File: src/rtl/fifo_deq_serializer.sv
// Dequeues wide words from a two-entry BSV-style FIFO and streams them out as narrow valid/ready beats.
// Optional macro TXSER_MSB_FIRST_EN: emit the most-significant beat first (default is least-significant first).
module fifo_deq_serializer #(
  parameter int IN_W  = 32,
  parameter int OUT_W = 8
) (
  input  logic             CLK,
  input  logic             RST,
  input  logic             EMPTY_N,
  input  logic [IN_W-1:0]  FIFO_DATA,
  output logic             DEQ,
  input  logic             CLR,
  output logic             TX_VALID,
  input  logic             TX_READY,
  output logic [OUT_W-1:0] TX_DATA,
  output logic             TX_LAST,
  output logic             BUSY
);

  localparam int RATIO = IN_W / OUT_W;
  localparam int BW    = (RATIO > 2) ? $clog2(RATIO) : 1;
  localparam logic [BW-1:0] LAST_BEAT = BW'(RATIO - 1);

  typedef enum logic [0:0] {
    IDLE = 1'b0,
    SEND = 1'b1
  } state_t;

  state_t          state_r;
  logic [BW-1:0]   beat_r;
  logic [IN_W-1:0] shift_r;
  logic            busy_s;
  logic            last_s;
  logic            deq_s;

  assign busy_s = (state_r == SEND);
  assign last_s = busy_s && (beat_r == LAST_BEAT);

  // Dequeue strobe: fetch from IDLE, or chain the next word on the final-beat handshake
  always_comb begin
    deq_s = 1'b0;
    if (RST || CLR) begin
      deq_s = 1'b0;
    end else if (state_r == IDLE) begin
      deq_s = EMPTY_N;
    end else if (TX_READY && last_s) begin
      deq_s = EMPTY_N;
    end else begin
      deq_s = 1'b0;
    end
  end

  // Controller state, beat counter and shift register
  always_ff @(posedge CLK) begin
    if (RST) begin
      state_r <= IDLE;
      beat_r  <= {BW{1'b0}};
      shift_r <= {IN_W{1'b0}};
    end else if (CLR) begin
      state_r <= IDLE;
      beat_r  <= {BW{1'b0}};
    end else begin
      case (state_r)
        IDLE: begin
          if (deq_s) begin
            shift_r <= FIFO_DATA;
            beat_r  <= {BW{1'b0}};
            state_r <= SEND;
          end
        end
        SEND: begin
          if (TX_READY) begin
            if (beat_r == LAST_BEAT) begin
              beat_r <= {BW{1'b0}};
              if (EMPTY_N) begin
                shift_r <= FIFO_DATA;
              end else begin
                state_r <= IDLE;
              end
            end else begin
              beat_r <= beat_r + {{(BW-1){1'b0}}, 1'b1};
`ifdef TXSER_MSB_FIRST_EN
              shift_r <= {shift_r[IN_W-OUT_W-1:0], {OUT_W{1'b0}}};
`else
              shift_r <= {{OUT_W{1'b0}}, shift_r[IN_W-1:OUT_W]};
`endif
            end
          end
        end
        default: begin
          state_r <= IDLE;
          beat_r  <= {BW{1'b0}};
        end
      endcase
    end
  end

  assign DEQ      = deq_s;
  assign TX_VALID = busy_s;
  assign BUSY     = busy_s;
  assign TX_LAST  = last_s;
`ifdef TXSER_MSB_FIRST_EN
  assign TX_DATA  = busy_s ? shift_r[IN_W-1 -: OUT_W] : {OUT_W{1'b0}};
`else
  assign TX_DATA  = busy_s ? shift_r[OUT_W-1:0] : {OUT_W{1'b0}};
`endif

endmodule

File: config.mk
export PLATFORM = sky130hd
export DESIGN_NAME = fifo_deq_serializer
export DESIGN_NICKNAME = d
export VERILOG_FILES = /design/src/rtl/fifo_deq_serializer.sv
export SDC_FILE = /design/constraint.sdc
export NUM_CORES = 1
export LEC_CHECK = 0
export ABC_AREA = 1
export BUFFER_PORTS_ARGS = -buffer_cell sky130_fd_sc_hd__buf_2
export CORE_MARGIN = 4
export CORE_UTILIZATION = 35
export DETAILED_ROUTE_END_ITERATION = 8
export SLEW_MARGIN = 20
export SYNTH_ARGS = -nofsm -noshare
export SYNTH_HDL_FRONTEND = slang
export SYNTH_SLANG_ARGS = --single-unit
File: constraint.sdc
create_clock -name CLK -period 1.54 [get_ports CLK]
set_input_delay 0.308 -clock CLK [delete_from_list [all_inputs] [get_ports CLK]]
set_output_delay 0.308 -clock CLK [all_outputs]
set_load 0.05 [all_outputs]
Word level (Yosys, flattened, before mapping). Index checks and enable logic that the tools add are counted.

Output and inout port bits: 12. Memory bits (writable): 0. Register bits after elaboration: 35. Memories: 0. Latch bits: 0. Word-level logic and storage cells: 34. Memory bits (read-only): 0. Input port bits: 37.

Order comparisons: 0. Muxes and demuxes: 18. Reduce and logical (&&, ||, !) cells: 6. Equality and inequality tests: 4. $mul: 0. Bitwise gates (word level): 2. Shift-type cells: 0. Add/subtract/negate cells: 1. Divide/modulo/power cells: 0.

Operators with widths (count): $mux 32 (4); $pmux 32 s2 (1); $mux 8 (1); $mux 1 (7); $mux 2 (3); $ne 2x2->1 const B (2); $pmux 2 s2 (1); $reduce_and 4->1 (1); $ne 3x3->1 const B (1); $add 2x1->2 const B (1); $eq 2x2->1 const B (1); $logic_and 1x1->1 (2); $not 1->1 (2); $pmux 1 s2 (1); $reduce_and 2->1 (1); $reduce_or 2->1 (1); $logic_or 1x1->1 (1).

Logic depth before layout (Yosys ltp). Gate-level depths: netlist (run 1).

Depth after elaboration: 8. Gate-level depth with buffers: 10. Depth with buffers taken out: 9.

Least setup slack after synthesis (run 1). OpenSTA, ideal clock, no wires.

Path kind: flip-flop to output port. Start: register state_r, in the netlist BUSY. End: output DEQ. Required time: 1.232 ns. Arrival: 1.471 ns. Setup slack: -0.239 ns. Cell stages (with the launch flop): 5. Cells stage by stage: dfxtp_1 > buf_4 > inv_1 > a21oi_1 > nor2_1.

Word-level cells in the longest chain between the ends: 5.

RTL lines: from (decl) (line 29) `state_t state_r;`; from (signal assigned) (line 56) `state_r <= IDLE;`; from (signal assigned) (line 60) `state_r <= IDLE;`; from (signal assigned) (line 68) `state_r <= SEND;`; $logic_and 1x1->1 (line 37) `assign last_s = busy_s && (beat_r == LAST_BEAT);`; $logic_and 1x1->1 (line 46) `end else if (TX_READY && last_s) begin`; $mux 1 (line 46); $mux 1 * (line 44) `end else if (state_r == IDLE) begin`; $mux 1 * (line 42) `if (RST || CLR) begin`; to (decl) (line 11) `output logic DEQ,`.

Mark *: on every way between the ends. The rest lies on a longest branch, timed or not.

Worst setup path in the final report (run 1).
Start: register beat_r[0]. End: output DEQ.

Word-level cells in the longest chain between the ends: 6.

RTL lines: from (decl) (line 30) `logic [BW-1:0] beat_r;`; from (signal assigned) (line 57) `beat_r <= {BW{1'b0}};`; from (signal assigned) (line 61) `beat_r <= {BW{1'b0}};`; from (signal assigned) (line 67) `beat_r <= {BW{1'b0}};`; $eq 2x2->1 (line 37); $logic_and 1x1->1 (line 37); $logic_and 1x1->1 (line 46); $mux 1 (line 46); $mux 1 (line 44); $mux 1 (line 42).

Every way passes these cells.

==> flow_summary.yaml, run 1 <==
final_layout:
  antennaDiodeCount: 0
  final_area_mm2: 0.00254
  final_common_cell: "nand2_1"
  area_growth_pct: 24.6
  layout_common_cells: "nand2_1 (102), nand3_1 (55), inv_1 (43)"
  drive_gt1_frac: 0.212
  nNetsFinal: 424
  final_util: 0.457
floorplan:
  core-area_mm2: 0.00557
  initial_core_util: 0.367
  die-area_mm2: 0.00712
  die_x_um: 84.4
  die_h_um: 84.4
  pin_count: 49
  rows: 27
clock_network:
  ctsLongestPathBuffers: 2
  clock_latency_ns: 0.28
  numCtsBuffers: 5
  cts.sinks: 35
  htreeDepth: 2
  cts_tree: "built"
  cts_root_buf: "clkbuf_8"
  clkTransAtPathRegs_ns: 0.07
timing:
  fmax_ghz: 0.679
  worstMarginPinSlew_ns: 0.352
  setup_viol: 0
  fin_worst_skew_ns: 0.00830
  hold_viol_final: 0
  rsz0062_at_grt: "no"
  period_share: 0.956
  drv_slew: 0
  period_minus_slack_ns: 1.47
  slew_headroom: 0.766
  tns_ns: 0
global_route:
  grt_pass1_vias: 2064
  overflow: 0
  grt_use_total: 0.151
  grt_max_degree: 33
  grt_pass1_wl_um: 8990
  antenna_found_initial: 0
power:
  power.leakage_nw: 1.39
  power_density_mw_per_mm2: 802
  irDropWorstVdd_mv: 0.424
  p_total_mw: 2.04
hold_path:
  hold_class: "in -> reg"
synth:
  syn-mean-instance-area_um2: 6.01
  syn_area_mm2: 0.00204
  yosys_warnings: 0
  seq_area_frac_synth: 0.343
  ys_ff_latch: 35
  synth_cell_types: 19
  synth_cells: 340
  synthesis.nets: 378
place:
  place_congestion: 0.842
  place_area_mm2: 0.00240
  io_buffers: 48
  hpwl_um: 3680
flow_run:
  cap_violations: 0
setup_path:
  arrival_ns: 1.16
  cp.required_ns: 1.23
  endpoint_kind: "output pin"
  critPathMaxFanout: 3
  worstSetupPathType: "reg -> out"
  crit_path_start_kind: "flip-flop"
route:
  via_per_inst: 4.65
  remaining_drc_errors: 0
  ant_nets: 0
  wire_per_inst_um: 11.3
  dr_total_vias: 2135
  drt_iter0_markers: 112
  dr.pass1.iters: 4
  finalWirelength_um: 5210
status:
  status: "finished clean"
## synth_stat cells
library cell    n  area, µm²
a21boi_0        1       7.51
a21oi_1        31        155
buf_1           1       3.75
buf_2          17       85.1
buf_4           2       15.0
buf_6           3       33.8
clkbuf_1        2       7.51
dfxtp_1        35        701
ha_1            1       12.5
inv_1          43        161
inv_2           1       3.75
nand2_1       102        383
nand2_2         2       12.5
nand2_4         1       11.3
nand3_1        55        275
nor2_1         39        146
nor2_2          2       12.5
nor2_4          1       11.3
o21ai_0         1       5.00
## metrics by stage
step | worst slack (ns) | hold slack [ns] | cells
after floorplan | 0.00229 | 0.432 | 340
after global placement | 0.0982 | 0.442 | 449
after global routing | 0.00620 | 0.305 | 459
after detailed placement | 0.101 | 0.462 | 449
final | 0.0674 | 0.299 | 459
after CTS | 0.00745 | 0.292 | 458
## final timing paths
kind | depth (start not counted) | slack, ns | startpoint | to
max reg2reg | 9 | 0.15 | beat_r[0] | shift_r[27]
min reg2reg | 2 | 0.48 | shift_r[18] | shift_r[18]
min | 3 | 0.30 | EMPTY_N | BUSY
max | 4 | 0.07 | beat_r[0] | DEQ
## routing by layer
metal  vias up  part of all wire  global-route usage
li1       1143                 -                   -
met1       929              0.48               0.192
met2        54              0.45               0.253
met3         9             0.060              0.0353
met4         0             0.013              0.0475
met5         -                 0                   0
## final cells by class
class	count	area [µm²]
timing repair buffer	64	452
tap	72	90.1
sequential	35	706
inverter	44	165
fill	642	3030
clock inverter	1	5.00
multi-input combinational	236	1050
clock buffer	7	76.3
## repair_timing
item,in CTS,in global routing
gates cloned,0,0
endpoints found under the setup margin,10,19
hold buffers,0,0
buffers inserted,1,1
gates resized for setup,13,3
pin swaps,1,1
## sequential cells by signal (all words and copies together) (netlist names)
register	flops
BUSY	1
beat_r	2
shift_r	32
## power breakdown
part           internal (mW)  total, mW  leakage (nW)  switching (mW)
logic                  0.174      0.421          1.06           0.247
registers              0.951      0.979         0.286          0.0278
clock network          0.317      0.642        0.0422           0.324
total                   1.44       2.04          1.39           0.599
## worst max-delay path, cell delays in order (launching register included)
cell and delay (ns):
dfxtp_1 0.34, ha_4 0.18, a21oi_2 0.16, nor2_2 0.05, buf_6 0.15
## logic make-up after synthesis
family	after synthesis	synth area share
buffers and inverters	69	0.152
adder cells (fa/ha/maj)	1	0.00612
flip-flops	35	0.343
AO/OA/AOI/OAI	33	0.0821
AND/OR/NAND/NOR	202	0.417
(Power assumes the default switching activity.)
==> run 2, diff against run 1 <==
--- a/constraint.sdc
+++ b/constraint.sdc
@@ -3,2 +3,2 @@
 set_output_delay 0.308 -clock CLK [all_outputs]
-set_load 0.05 [all_outputs]
+set_load 0.02 [all_outputs]
==> flow_summary.yaml, run 2 (same netlist as run 1, synthesis figures left out) <==
route:
  wl_met2_um: 2270
  remaining_drc_errors: 0
  dr.pass1.iters: 4
  met3_wirelength_um: 259
  ant_nets: 0
  wirelength_met1_um: 2510
  drt_iter0_markers: 103
  dr_total_vias: 2094
  via_per_inst: 4.61
  finalWirelength_um: 5080
  top_layer_used: "met4"
  wire_per_inst_um: 11.2
clock_network:
  cts.hold.buffers_added: 0
  clkTransAtPathRegs_ns: 0.06
  cts_root_buf: "clkbuf_8"
  clock_latency_ns: 0.29
  htreeDepth: 2
  cts.sinks: 35
  cts_tree: "built"
  numCtsBuffers: 5
  ctsLongestPathBuffers: 2
final_layout:
  layout_common_cells: "nand2_1 (102), nand3_1 (55), buf_2 (48)"
  nNetsFinal: 419
  drive_gt1_frac: 0.199
  regMostFlops: "shift_r"
  largest_register_ffs: 32
  antennaDiodeCount: 0
  final_common_cell: "nand2_1"
  area_growth_pct: 20.2
timing:
  rsz0062_at_grt: "no"
  holdWs_ns: 0.284
  period_share: 0.948
  tns_ns: 0
  slew_headroom: 0.760
  setup_viol: 0
  drv_slew: 0
  hold_viol_final: 0
  period_minus_slack_ns: 1.46
  fmax_ghz: 0.685
  fin_worst_skew_ns: 0.00858
  worstMarginPinSlew_ns: 0.360
global_route:
  overflow: 0
  antenna_found_initial: 0
  grt_pass1_wl_um: 8530
  grt_max_degree: 54
  grt_use_total: 0.144
  grt_pass1_vias: 1893
hold_path:
  hold_class: "in -> reg"
  whs_path_depth: 3
power:
  power.leakage_nw: 1.37
  power_density_mw_per_mm2: 818
  irDropWorstVdd_mv: 0.427
status:
  status: "finished clean"
floorplan:
  pin_count: 49
  die_x_um: 84.4
  rows: 27
  initial_core_util: 0.367
  core-area_mm2: 0.00557
  die_h_um: 84.4
  die-area_mm2: 0.00712
setup_path:
  slowest_stage: "dfxtp_2"
  reg2reg_slack_ns: 0.20
  critPathMaxFanout: 17
  worstSetupPathType: "reg -> out"
  rr_worst_depth: 9
  cp.required_ns: 1.23
  worstPathCellList: "buf_12 > nand2_1 > inv_1 > buf_2"
  critPathMaxStageDelay_ns: 0.43
  endpoint_kind: "output pin"
  arrival_ns: 1.15
  crit_path_start_kind: "flip-flop"
place:
  place_congestion: 0.790
  hpwl_um: 3370
  io_buffers: 48
flow_run:
  cap_violations: 0
[run 2: cell types whose count changed in the layout (fill, tap and decap cells not counted), sizes merged]
cell	previous run	this run
buf	64	59
[run 2: worst paths after layout]
kind	from	end
min reg2reg	beat_r[0]	beat_r[0]
max	BUSY	TX_DATA[7]
max reg2reg	beat_r[1]	shift_r[25]
min	EMPTY_N	BUSY
[run 2: area by class of cell]
| cell class | instances | area (µm²) |
|---|---|---|
| clock buffer | 7 | 76.3 |
| clock inverter | 1 | 5.00 |
| fill | 634 | 3120 |
| inverter | 44 | 165 |
| multi-input combinational | 236 | 1050 |
| sequential | 35 | 703 |
| tap | 72 | 90.1 |
| timing repair buffer | 59 | 368 |
[run 2: power by group]
group / switching, mW / leakage [nW] / total [mW] / internal, mW
Combinational: 0.228 / 1.04 / 0.385 / 0.157
Sequential: 0.0275 / 0.286 / 0.980 / 0.952
Clock: 0.327 / 0.0422 / 0.644 / 0.317
Total: 0.582 / 1.37 / 2.01 / 1.43
[run 2: through the flow]
step,instance area (µm²),power [mW],utilization,setup WS [ns],cells
2_1_floorplan,2040,1.26,-,0.142,340
3_3_place_gp,2350,1.38,0.421,0.122,446
3_5_place_dp,2350,1.38,0.421,0.0887,446
4_1_cts,2430,2.03,0.437,0.00387,454
5_1_grt,2460,2.15,0.441,0.0113,454
6_report,2460,2.01,0.441,0.0799,454
[run 2: timing repair]
item                                   in CTS  in global routing
gates cloned                                0                  0
setup buffers                               0                  0
setup endpoints to repair                   9                 31
gates resized for setup                     2                  5
endpoints found under the hold margin       0                  0
[run 2: worst max-delay path: cells and delay by family, from the launching register on]
family	cells	cell delay [ns]
buffers and inverters	3	0.37
DFF	1	0.43
and+or+nand+nor	1	0.06
[run 2: metal layers]
layer,GRT usage,vias to the layer above
met1,0.190,919
met2,0.234,43
met4,0.0388,0
met3,0.0373,3
met5,0,-
li1,-,1129
